==> src/rtl/countdown_timer.sv <==
// countdown_timer: loadable N-bit down-counter with IDLE/RUN/DONE control FSM.
// Ports:
//   clk       - system clock, all state updates on the rising edge
//   rst       - synchronous active-low reset (reloads initValue, forces IDLE)
//   a         - decrement enable, effective only in RUN
//   start     - leave IDLE and begin counting
//   load      - synchronous reload of initValue, forces IDLE
//   reload_en - on expiry, 1 = reload and keep running, 0 = return to IDLE
//   initValue - start value sampled on reset, load and auto-reload
//   count     - registered counter value
//   busy      - high while in RUN
//   done      - one-cycle expiry pulse, high while in DONE
module countdown_timer #(
    parameter int N = 2
) (
    input  logic         clk,
    input  logic         rst,
    input  logic         a,
    input  logic         start,
    input  logic         load,
    input  logic         reload_en,
    input  logic [N-1:0] initValue,
    output logic [N-1:0] count,
    output logic         busy,
    output logic         done
);
    typedef enum logic [1:0] {IDLE, RUN, DONE} state_t;
    state_t       state_q, state_d;
    logic [N-1:0] count_q, count_d;
    always_comb begin
        state_d = state_q;
        count_d = count_q;
        if (load) begin
            count_d = initValue;
            state_d = IDLE;
        end else begin
            case (state_q)
                IDLE: state_d = start ? RUN : IDLE;
                RUN: begin
                    // zero is caught before decrementing so the count never wraps
                    if (count_q == '0) begin
                        state_d = DONE;
                    end else if (a) begin
                        count_d = count_q - N'(1);
                        state_d = (count_q == N'(1)) ? DONE : RUN;
                    end
                end
                DONE: begin
                    count_d = reload_en ? initValue : count_q;
                    state_d = reload_en ? RUN : IDLE;
                end
                default: state_d = IDLE;
            endcase
        end
    end
    always_ff @(posedge clk) begin
        if (!rst) begin
            count_q <= initValue;
            state_q <= IDLE;
        end else begin
            count_q <= count_d;
            state_q <= state_d;
        end
    end
    assign count = count_q;
    assign busy  = (state_q == RUN);
    assign done  = (state_q == DONE);
endmodule

==> config.mk <==
export PLATFORM = sky130hd
export DESIGN_NAME = countdown_timer
export DESIGN_NICKNAME = d
export VERILOG_FILES = /design/src/rtl/countdown_timer.sv
export SDC_FILE = /design/constraint.sdc
export NUM_CORES = 1
export LEC_CHECK = 0
export ABC_AREA = 1
export BUFFER_PORTS_ARGS = -buffer_cell sky130_fd_sc_hd__buf_2
export CAP_MARGIN = 0
export CORE_AREA = 2 2 39 41
export DETAILED_ROUTE_END_ITERATION = 7
export DIE_AREA = 0 0 41 43
export RECOVER_POWER = 50
export SLEW_MARGIN = 15
export SYNTH_ARGS = -nofsm -noshare
export SYNTH_HDL_FRONTEND = slang
export SYNTH_SLANG_ARGS = --single-unit
==> constraint.sdc <==
create_clock -name clk -period 1.5 [get_ports clk]
set_clock_uncertainty 0.2 [all_clocks]
set_input_delay 0.45 -clock clk [delete_from_list [all_inputs] [get_ports clk]]
set_output_delay 0.45 -clock clk [all_outputs]
set_load 0.01 [all_outputs]
==> run_results.csv <==
group,metric,value,unit
setup_path,timing.rr.start,"count[0]$_DFFE_PP_",
placement,dpl.hpwl,551,µm
pwr,pwr-share-seq,32.0,%
synthesis,synth_area,369,µm²
setup_path,crit_type,"reg -> out",
synthesis,yosysUniqueCellTypes,14,
timing,worst_slew_pin_slew,0.172,ns
timing,drv_slew,0,
timing,finalSetupViolations,3,
route,first_iter_violations,4,
placement,port_buffers,11,
worst_hold_path,worstHoldStart,"initValue[0]",
grt,grt_use_total,12.2,%
timing,rsz0062_at_grt,"true",
grt,met3_usage,3.14,%
setup_path,crit_path_start_kind,"flip-flop",
route,vias_per_cell,4.05,
pwr,ir_worst_vdd,0.352,mV
placement,pre_cts_slack,-0.0469,ns
clock_tree,clk_pin_slew,0.05,ns
grt,met1_usage,15.2,%
clock_tree,clockRootBuffer,"clkbuf_4",
route,detailroute.via_count,356,
clock_tree,clockBufferDepth,2,
setup_path,worst-endpoint-required,0.85,ns
synthesis,synth_top_area_cell,"ha_1",
cells_and_area,nNetsFinal,89,
setup_path,cp.arrival,0.97,ns
worst_hold_path,hold_path_depth,3,
floorplan,die_h,43,µm
clock_tree,h-tree-depth,1,
setup_path,cp-end-kind,"output port",
clock_tree,cts_buffers,3,
placement,post-place-cells,81,
outcome,status,"finished with violations",
cells_and_area,ff_latch_area,105,µm²
grt,antenna_found_initial,0,
pwr,p_per_area,659,nW/µm²
route,routed_wl,842,µm
floorplan,io_pins,12,
timing,max_freq,616,MHz
setup_path,worstPathMaxFanout,4,
synthesis,synth.avg_cell_area,7.53,µm²
clock_tree,cts_tree,"yes",
synthesis,ys_ff_latch,4,
grt,grt_max_degree,5,
grt,grtUsageMet2,17.5,%
cells_and_area,multi_input_area,270,µm²
cells_and_area,layout_common_cells,"12 x nand2_1, 11 x inv_1, 8 x buf_2",
timing,relSlewSlack,88.4,%
floorplan,coreArea,1380,µm²
cells_and_area,fill_cells,139,
timing,hold_slack,0.283,ns
run,cap_violations,0,
setup_path,crit_start,"state_q[0]$_SDFFE_PN0P_",
synthesis,yosysSeqAreaShare,27.1,%
floorplan,die_w,41,µm
grt,grt_pass1_vias,330,
synthesis,synth.area.top_cells,"ha_1 27%, edfxtp_1 16%, inv_1 13%, nand2_1 12%, dfxtp_1 11%",
floorplan,initial_core_util,26.7,%
cells_and_area,post-route-util,44.8,%
cells_and_area,diodes,0,
timing,setup-tns-final,-0.262,ns
floorplan,dieArea,1760,µm²
timing,fin_crit_sh,108,%
clock_tree,cts.sinks,4,
pwr,power.leakage,0.308,nW
clock_tree,holdBufCountCts,0,
setup_path,reg2reg_depth,8,
timing,hold_viol_final,0,
cells_and_area,layout_commonest_cell,"nand2_1",
route,antenna_left,0,
synthesis,ys_warn_count,0,
synthesis,syn-num-nets,65,
timing,period_needed,1.62,ns
placement,place.gp.congestion,0.725,
grt,grt-busiest-layer,"met2",
grt,grt-ovfl-total,0,
route,drc_errors,0,
cells_and_area,drive_above_1_share,52.8,%
pwr,swShare,30.2,%
synthesis,synth_top_cell_area_share,27.1,%
outcome,violations,"setup timing",
pwr,p_int,0.000285,W
grt,grt_first_pass_wirelength,1.36,mm
worst_hold_path,hold_class,"in -> reg",
route,drt_pass1_iterations,4,
pwr,clock_power_share,39.3,%
cells_and_area,area_delta_synth_final,67.8,%
pwr,pwr-share-comb,28.7,%
floorplan,std_cell_rows,14,
route,wl_per_cell,9.57,µm
synthesis,synthCells,49,
clock_tree,clk-insertion-delay-late,0.25,ns
pwr,p_switching,0.000123,W
cells_and_area,final_cell_count_no_fill,88,
timing,layout_setup_ws,-0.123,ns
## power groups by stage
stage | Combinational [W] | Clock (W) | Sequential, W
6_report | 0.000117 | 0.000161 | 0.000130
3_3_place_gp | 0.0000882 | 0 | 0.000131
3_5_place_dp | 0.0000890 | 0 | 0.000131
5_1_grt | 0.000130 | 0.000166 | 0.000132
2_1_floorplan | 0.0000477 | 0 | 0.000136
4_1_cts | 0.000112 | 0.000161 | 0.000131
## registers in the layout, summed over array words and instances, names as in the netlist
signal   flops
count        2
state_q      2
## Yosys cell counts
cell type and number:
nand4_1 1, inv_1 13, inv_2 1, dfxtp_1 2
a21oi_1 2, nand2_1 12, nand3_1 2, o21ai_2 2
edfxtp_1 2, ha_1 8, or2_4 1, o21ai_0 1
o211ai_1 1, nor2_2 1
## per-stage QoR
step                area (µm²)  total power, W
finish                     619        0.000408
global route               619        0.000428
CTS                        599        0.000403
detailed placement         484        0.000220
global placement           484        0.000219
floorplan                  372        0.000184
## cells by family (layout without fill, tap and decap cells)
group           after synthesis  after routing  synth area share (%)
buf+inv                      14             37                  14.2
fa+ha+maj                     8              8                  27.1
flops                         4              4                  27.1
compound gates                6              6                  10.8
simple gates                 17             17                  20.7
## routing by layer
metal	vias to the layer above	wire length, µm
met2	10	445
li1	193	-
met4	0	13
met1	151	355
met5	-	0
met3	2	28
## final timing paths
kind                                  end  slack, ns
setup reg to reg  state_q[0]$_SDFFE_PN0P_       0.01
hold / removal         count[0]$_DFFE_PP_       0.28
hold reg to reg   state_q[0]$_SDFFE_PN0P_       0.30
setup / recovery                     busy      -0.12
## layout make-up
class	instances	share of cell area, %
clock buffers	4	4.24
inverters	14	8.48
multi-input cells	31	43.6
flip-flops and latches	4	17.0
well taps	16	3.23
repair buffers	19	23.4
## timing repair
action | in CTS | in global routing
setup buffers | 3 | 0
pin swaps | 3 | 4
endpoints found under the setup margin | 7 | 7
resized for setup | 16 | 4
## critical path, cell delays in order, from the launching register on
cell and delay (ns):
dfxtp_4 0.35, buf_6 0.12, ha_4 0.15, buf_6 0.11
Note: power is estimated with default switching activity, not from simulation.
